==> src/rtl/ula_16bits_seq.sv <==
// ============================================================================
// ula_8bits / ula_16bits_seq
//
// ula_8bits: 8-bit combinational ALU with 74181 behaviour (active-high data,
// active-low carry). Sixteen logic functions when m=1, sixteen arithmetic
// functions when m=0.
//   i_a, i_b   8-bit operands
//   i_s        4-bit function select
//   i_m        1 = logic, 0 = arithmetic
//   i_c_in     carry in, active-low (1 = no carry)
//   o_f        8-bit result
//   o_c_out    carry out, active-low (0 = carry generated)
//   o_a_eq_b   high when o_f is all ones
//
// ula_16bits_seq: 16-bit ALU built from a single ula_8bits used twice.
// The low byte is computed first, then the high byte, with the low-pass carry
// rippled into the high pass. Requests arrive on a valid/ready handshake and
// results leave on a valid/ready handshake.
//   clk, rst            clock, asynchronous active-high reset
//   in_valid/in_ready   request handshake (ready only in IDLE)
//   a, b, s, m, c_in    operands, function select, mode, active-low carry in
//   out_valid/out_ready result handshake (valid only in DONE)
//   f, c_out, a_eq_b    16-bit result, active-low carry out, A=B flag
//   busy                high whenever the FSM is not in IDLE
// ============================================================================

module ula_8bits (
    input  logic [7:0] i_a,
    input  logic [7:0] i_b,
    input  logic [3:0] i_s,
    input  logic       i_m,
    input  logic       i_c_in,
    output logic [7:0] o_f,
    output logic       o_c_out,
    output logic       o_a_eq_b
);

    logic [7:0] w_x;
    logic [7:0] w_y;
    logic [8:0] w_sum;

    // The 74181 forms two per-bit terms from the select lines and adds them.
    // Every arithmetic row of the function table is w_x plus w_y plus carry,
    // and every logic row is the XNOR of the same two terms.
    assign w_x   = i_a | (i_b & {8{i_s[0]}}) | (~i_b & {8{i_s[1]}});
    assign w_y   = (i_a & ~i_b & {8{i_s[2]}}) | (i_a & i_b & {8{i_s[3]}});
    assign w_sum = {1'b0, w_x} + {1'b0, w_y} + {8'b0, ~i_c_in};

    // The carry chain is evaluated in both modes, as on the original chip.
    assign o_f      = i_m ? ~(w_x ^ w_y) : w_sum[7:0];
    assign o_c_out  = ~w_sum[8];
    assign o_a_eq_b = &o_f;

endmodule

module ula_16bits_seq (
    input  logic        clk,
    input  logic        rst,
    input  logic        in_valid,
    output logic        in_ready,
    input  logic [15:0] a,
    input  logic [15:0] b,
    input  logic [3:0]  s,
    input  logic        m,
    input  logic        c_in,
    output logic        out_valid,
    input  logic        out_ready,
    output logic [15:0] f,
    output logic        c_out,
    output logic        a_eq_b,
    output logic        busy
);

    typedef enum logic [1:0] {
        IDLE = 2'd0,
        LOW  = 2'd1,
        HIGH = 2'd2,
        DONE = 2'd3
    } state_t;

    state_t      r_state;
    state_t      w_next_state;

    logic [15:0] r_a;
    logic [15:0] r_b;
    logic [3:0]  r_s;
    logic        r_m;
    logic        r_c_in;

    logic [7:0]  r_f_lo;
    logic        r_lo_c_out;
    logic        r_lo_a_eq_b;

    logic [15:0] r_f;
    logic        r_c_out;
    logic        r_a_eq_b;

    logic [7:0]  w_alu_a;
    logic [7:0]  w_alu_b;
    logic        w_alu_c_in;
    logic [7:0]  w_alu_f;
    logic        w_alu_c_out;
    logic        w_alu_a_eq_b;

    // In HIGH the ALU sees the upper bytes and the low-pass carry straight
    // through; in every other state it sees the lower bytes and the latched
    // carry in, which is what LOW needs.
    assign w_alu_a    = (r_state == HIGH) ? r_a[15:8] : r_a[7:0];
    assign w_alu_b    = (r_state == HIGH) ? r_b[15:8] : r_b[7:0];
    assign w_alu_c_in = (r_state == HIGH) ? r_lo_c_out : r_c_in;

    ula_8bits u_alu (
        .i_a      (w_alu_a),
        .i_b      (w_alu_b),
        .i_s      (r_s),
        .i_m      (r_m),
        .i_c_in   (w_alu_c_in),
        .o_f      (w_alu_f),
        .o_c_out  (w_alu_c_out),
        .o_a_eq_b (w_alu_a_eq_b)
    );

    // State register.
    always_ff @(posedge clk or posedge rst) begin
        if (rst) begin
            r_state <= IDLE;
        end else begin
            r_state <= w_next_state;
        end
    end

    // Next state and handshake outputs. Outputs decode straight from the
    // state register, so reset takes effect on them without a clock edge.
    always_comb begin
        w_next_state = r_state;
        in_ready     = 1'b0;
        out_valid    = 1'b0;
        busy         = 1'b1;
        case (r_state)
            IDLE: begin
                in_ready = 1'b1;
                busy     = 1'b0;
                if (in_valid) begin
                    w_next_state = LOW;
                end
            end
            LOW: begin
                w_next_state = HIGH;
            end
            HIGH: begin
                w_next_state = DONE;
            end
            DONE: begin
                out_valid = 1'b1;
                if (out_ready) begin
                    w_next_state = IDLE;
                end
            end
            default: begin
                w_next_state = IDLE;
            end
        endcase
    end

    // Datapath registers. The low pass lands in staging registers so the
    // visible result keeps the previous answer until the high pass writes
    // all 16 bits at once.
    always_ff @(posedge clk or posedge rst) begin
        if (rst) begin
            r_a         <= 16'h0000;
            r_b         <= 16'h0000;
            r_s         <= 4'h0;
            r_m         <= 1'b0;
            r_c_in      <= 1'b0;
            r_f_lo      <= 8'h00;
            r_lo_c_out  <= 1'b1;
            r_lo_a_eq_b <= 1'b0;
            r_f         <= 16'h0000;
            r_c_out     <= 1'b1;
            r_a_eq_b    <= 1'b0;
        end else begin
            case (r_state)
                IDLE: begin
                    if (in_valid) begin
                        r_a    <= a;
                        r_b    <= b;
                        r_s    <= s;
                        r_m    <= m;
                        r_c_in <= c_in;
                    end
                end
                LOW: begin
                    r_f_lo      <= w_alu_f;
                    r_lo_c_out  <= w_alu_c_out;
                    r_lo_a_eq_b <= w_alu_a_eq_b;
                end
                HIGH: begin
                    r_f      <= {w_alu_f, r_f_lo};
                    r_c_out  <= w_alu_c_out;
                    r_a_eq_b <= r_lo_a_eq_b & w_alu_a_eq_b;
                end
                default: begin
                end
            endcase
        end
    end

    assign f      = r_f;
    assign c_out  = r_c_out;
    assign a_eq_b = r_a_eq_b;

endmodule

==> config.mk <==
export PLATFORM = sky130hd
export DESIGN_NAME = ula_16bits_seq
export DESIGN_NICKNAME = d
export VERILOG_FILES = /design/src/rtl/ula_16bits_seq.sv
export SDC_FILE = /design/constraint.sdc
export NUM_CORES = 1
export LEC_CHECK = 0
export CORE_UTILIZATION = 50
export CTS_BUF_LIST = sky130_fd_sc_hd__clkbuf_16
export CTS_CLUSTER_DIAMETER = 200
export CTS_CLUSTER_SIZE = 12
export DETAILED_ROUTE_END_ITERATION = 8
export GPL_TIMING_DRIVEN = 0
export PLACE_DENSITY = 0.77
export SYNTH_ARGS = -nofsm -noshare
export SYNTH_HDL_FRONTEND = slang
export SYNTH_HIERARCHICAL = 1
export SYNTH_SLANG_ARGS = --single-unit
==> constraint.sdc <==
create_clock -name clk -period 5.29 [get_ports clk]
set_input_delay 0.7935 -clock clk [delete_from_list [all_inputs] [get_ports clk]]
set_output_delay 0.7935 -clock clk [all_outputs]
set_load 0.005 [all_outputs]
# --- Word-level counts from Yosys, hierarchy flattened ---
# Cells that the tools add are included.
word_totals:
  reg_bits: 68
  inputBits: 42
  out_inout_bits: 21
  word_cells: 48
classes:
  n_addsub: 2
  n_eq_ne: 5
  n_mux: 10
  n_bitwise: 15
  reduce_logical: 4
ops:
  columns: ["op", "n"]
  rows:
  - ["bitwise AND 8 bit", 6]
  - ["2-to-1 mux 8 bit", 3]
  - ["bitwise OR 8 bit", 3]
  - ["NOT 8 bit", 2]
  - ["adder 8 x 8 -> 9 bit", 1]
  - ["adder 9 x 1 -> 9 bit", 1]
  - ["case mux 2 bit (4 select lines)", 1]
  - ["AND reduction 8 bit", 1]
  - ["XOR 8 bit", 1]
  - ["== test 2 bit, second input constant", 2]
  - ["2-to-1 mux 1 bit", 4]
  - ["2-to-1 mux 2 bit", 2]
  - ["inequality test 2 bit, second input constant", 2]
  - ["AND reduction 2 bit", 2]
  - ["== test 2 x 1 -> 1 bit, second input constant", 1]
  - ["zero test 2 bit", 1]
  - ["NOT 1 bit", 2]
  - ["bitwise AND 1 bit", 1]

# --- Logic depth before layout (Yosys ltp) ---
logic_depth:
  ltp_word: 11
  ltp_mapped: 17

# --- By module ---
# The synthesis kept the hierarchy.
by_module_without_submodules:
  columns: ["mod", "instances", "cells_each", "area_each_um2", "seq_area_each_um2"]
  rows:
  - ["ula_16bits_seq", 1, 178, 2915.3, 1704.1]
  - ["ula_8bits", 1, 93, 718.2, 0.0]

# --- Least setup slack after synthesis ---
# OpenSTA, ideal clock, no wires.
synth_path:
  path_kind: "register -> register"
  from: "register r_state[0]"
  to: "register r_lo_a_eq_b"
  setup_time_ps: 125
  t_arrival_ps: 3336
  required_ps: 5165
  setup_slack_ps: 1829
  stages_incl_launch_ff: 17
  path_buffers: 2
  synth_period_minus_slack_ps: 3461
  cell_sequence: "dfrtp_1 inv_1 ha_1 buf_2 buf_4 mux2_2 mux2i_1 nor2b_1 fa_1 inv_1 fa_1 nand2b_1 a21oi_1 mux2i_1 nand3_1 and4_1 mux2_2"
synth_via:
  elab_chain_len: 10
  word_cells_on_any_way: 22
synth_lines:
  columns: ["item", "line_no", "text"]
  rows:
  - ["start: declaration", "81", "state_t r_state;"]
  - ["start signal: assignment", "128", "r_state <= w_next_state;"]
  - ["== test 2 bit *", "109", "assign w_alu_b = (r_state == HIGH) ? r_b[15:8] : r_b[7:0];"]
  - ["2-to-1 mux 8 bit *", "109", null]
  - ["via w_alu_b[0]", "99", "logic [7:0] w_alu_b;"]
  - ["NOT 8 bit", "45, 46", null]
  - ["bitwise AND 8 bit (2 in series)", "46", "assign w_y = (i_a & ~i_b & {8{i_s[2]}}) | (i_a & i_b & {8{i_s[3]}});"]
  - ["bitwise OR 8 bit", "46", null]
  - ["adder 8 x 8 -> 9 bit *", "47", "assign w_sum = {1'b0, w_x} + {1'b0, w_y} + {8'b0, ~i_c_in};"]
  - ["adder 9 x 1 -> 9 bit *", "47", null]
  - ["2-to-1 mux 8 bit *", "50", "assign o_f = i_m ? ~(w_x ^ w_y) : w_sum[7:0];"]
  - ["via w_alu_f[6]", "101", "logic [7:0] w_alu_f;"]
  - ["AND reduction 8 bit *", "52", "assign o_a_eq_b = &o_f;"]
  - ["via w_alu_a_eq_b", "103", "logic w_alu_a_eq_b;"]
  - ["end signal: assignment", "195", "r_lo_a_eq_b <= w_alu_a_eq_b;"]
  - ["end: declaration", "92", "logic r_lo_a_eq_b;"]
# The timed path passes the listed nets; every way through them passes the cells marked *.
# A chain may end at the register's enable or synchronous reset.

# --- Worst setup path after layout ---
# Same ends and word-level chain as after synthesis.

==> flow_summary.toml <==
[routing]
wire_per_inst_um = 16.0
drt_iter0_drc = 101
antenna_left = 0
drc = 0
wirelength_mm = 7.15
firstDrtPassIters = 4
vias = 2338
via_per_inst = 5.24

[synth]
post_synth.cell_area_avg_um2 = 13.4
syn_area_um2 = 3630
syn_inst = 271
synth_ff_type = "dfrtp_1"
synth.most_common_cell = "dfrtp_1"
yosysSeqAreaShare_pct = 46.9
ys_types = 35
synthTopCellsByArea = "dfrtp_1, mux2_2, mux2_4, ha_1, nor2b_1"
yosysWarnings = 6
synth_edf_count = 0
ys_top_cells_by_count = "dfrtp_1, mux2_2, mux2_4"
synth_top_area_cell = "dfrtp_1"
async_flop_share_pct = 100
yosysTopAreaCellShare_pct = 45.5
ys_ff_latch = 68
synth_nets = 329

[min_path]
min_path_cells = 1
worstHoldPathType = "reg2reg"

[cts]
cts_resized = 0
cts-htree-levels = 3
post_cts_buffers = 0
cts_buffers = 9
hold_buffers = 0
cts_tree = "built"
clk_latency_ns = 0.33
clockRootBuffer = "clkbuf_16"
cts_num_sinks = 68
cts_buffer_depth = 2
clk_pin_slew_ns = 0.06

[run]
max_cap_viol_count = 0

[critical_path]
arrival_ns = 4.31
start_kind = "flip-flop"
critical_path_required_ns = 5.50
end_kind = "flip-flop"
path_cells = "inv_1 > ha_1 > buf_2 > buf_4 > mux2_2 > mux2i_1 > nor2b_1 > fa_1 > inv_1 > fa_1 > nand2b_1 > a21oi_1 > mux2i_1 > nand3_1 > and4_1 > mux2_2"
critPathMaxFanout = 10
r2r_cells = 16
max_stage_delay_ns = 0.41
reg2reg_slack_ns = 1.19
path_class = "reg2reg"
slowest_stage = "dfrtp_1"

[timing]
worst_slew_pin_slew_ns = 0.690
period_minus_slack_ns = 4.10
tns_ns = 0
slew-limit-headroom_pct = 53.9
rsz0062_at_grt = "false"
fmax_mhz = 244
maxSlewViolCount = 0
finClkSkew_ns = 0.00557
setup_viol = 0
hold_ws_ns = 0.498
hold_viol = 0
fin_ws_ns = 1.19
period_share_pct = 77.4

[floorplanning]
core_area_um2 = 6910
rows = 30
start_util_pct = 52.6
fp.dieH_um = 87.2
num_io_pins = 63
die-area_um2 = 7610
die_x_um = 87.2

[grt]
grt_pass1_wl_mm = 12.2
grt_pass1_vias = 2537
overflow = 0
grt_max_degree = 37
grt.total_usage_pct = 21.6
antenna_found_initial = 0

[cells_and_area]
n_fill_cell = 536
postLayoutCoreUtil_pct = 68.2
finalInstanceArea_um2 = 4710
nNetsFinal = 403
drive_gt1_share_pct = 33.1
syn2layout_area_growth_pct = 29.6
diodes = 0

[place]
dp_hpwl_mm = 5.09
place_ws_ns = 1.30
place_congestion = 0.832
port_buffers = 62
place_area_um2 = 4390

[power]
ir_drop_mv = 0.375
cellLeakagePower_nw = 2.07
p_per_area_nw_per_um2 = 811

[outcome]
status = "finished, final reports clean"
==> flip-flops by register name, summed over array words and instances (netlist names), 2 cells and up <==
signal	count
r_f_lo	8
r_b	16
r_s	4
r_a	16
r_state	2
f	16
==> per-stage QoR <==
step	power, mW	cells
global route	4.13	446
floorplan	2.57	271
global placement	3.09	429
CTS	3.84	446
detailed placement	3.16	430
finish	3.82	446
==> critical path, delay by kind of cell (launching register included) <==
family	cells	cell delay, ns
AOI/OAI and AO/OA	1	0.26
DFF	1	0.41
and+or+nand+nor	4	0.79
muxes	4	1.03
buffers and inverters	4	0.68
adders and majority gates	3	0.80
==> cell type report <==
cell class / count / area [µm²] / area share (%)
inverters: 13 / 48.8 / 1.04
multi-input cells: 179 / 1800 / 38.3
clock inverters: 7 / 91.3 / 1.94
well taps: 96 / 120 / 2.55
flip-flops and latches: 68 / 1700 / 36.2
repair buffers: 63 / 641 / 13.6
plain buffers: 11 / 77.6 / 1.65
clock buffers: 9 / 225 / 4.78
==> where the power goes <==
part | internal, mW | leakage [nW] | switching (mW)
clock network | 0.409 | 0.145 | 0.216
registers | 0.800 | 0.806 | 0.158
logic | 1.20 | 1.12 | 1.04
==> path summary, 6_finish.rpt <==
kind / startpoint / endpoint
min in group asynchronous: rst / f[0]
max in group asynchronous: rst / r_a[15]
worst max register to register: r_state[0] / r_lo_a_eq_b
worst min register to register: r_c_in / r_c_in
worst max-delay path: r_state[0] / r_lo_a_eq_b
worst min-delay path: r_c_in / r_c_in
==> cells in the final DEF (no fill, tap or decap), types with 8 or more instances in the layout <==
cell type,synthesis,final
dfrtp_1,66,66
mux2_2,64,64
clkdlybuf4s50_1,0,62
mux2_4,20,20
nor2b_1,19,19
ha_1,14,14
inv_1,13,12
clkbuf_16,0,9
mux2i_1,9,9
a211o_1,8,8
==> kinds of logic (layout without fill, tap and decap cells) <==
logic type               count (synthesis)  after routing  share of synthesized area (%)
adder cells (fa/ha/maj)                 16             16                           5.92
XOR/XNOR                                 4              4                          0.964
AND/OR/NAND/NOR                         34             34                           5.44
AO/OA/AOI/OAI                           32             32                           6.72
flip-flops                              68             68                           46.9
multiplexers                            93             93                           30.6
buffers and inverters                   24            103                           3.48
==> routing by layer <==
| layer | track usage, % | routed length [µm] |
|---|---|---|
| met4 | 6.26 | 79 |
| met2 | 35.4 | 3550 |
| met1 | 27.8 | 3240 |
| met3 | 6.54 | 281 |
| met5 | 0 | 0 |
Note: power is estimated with default switching activity, not from simulation.
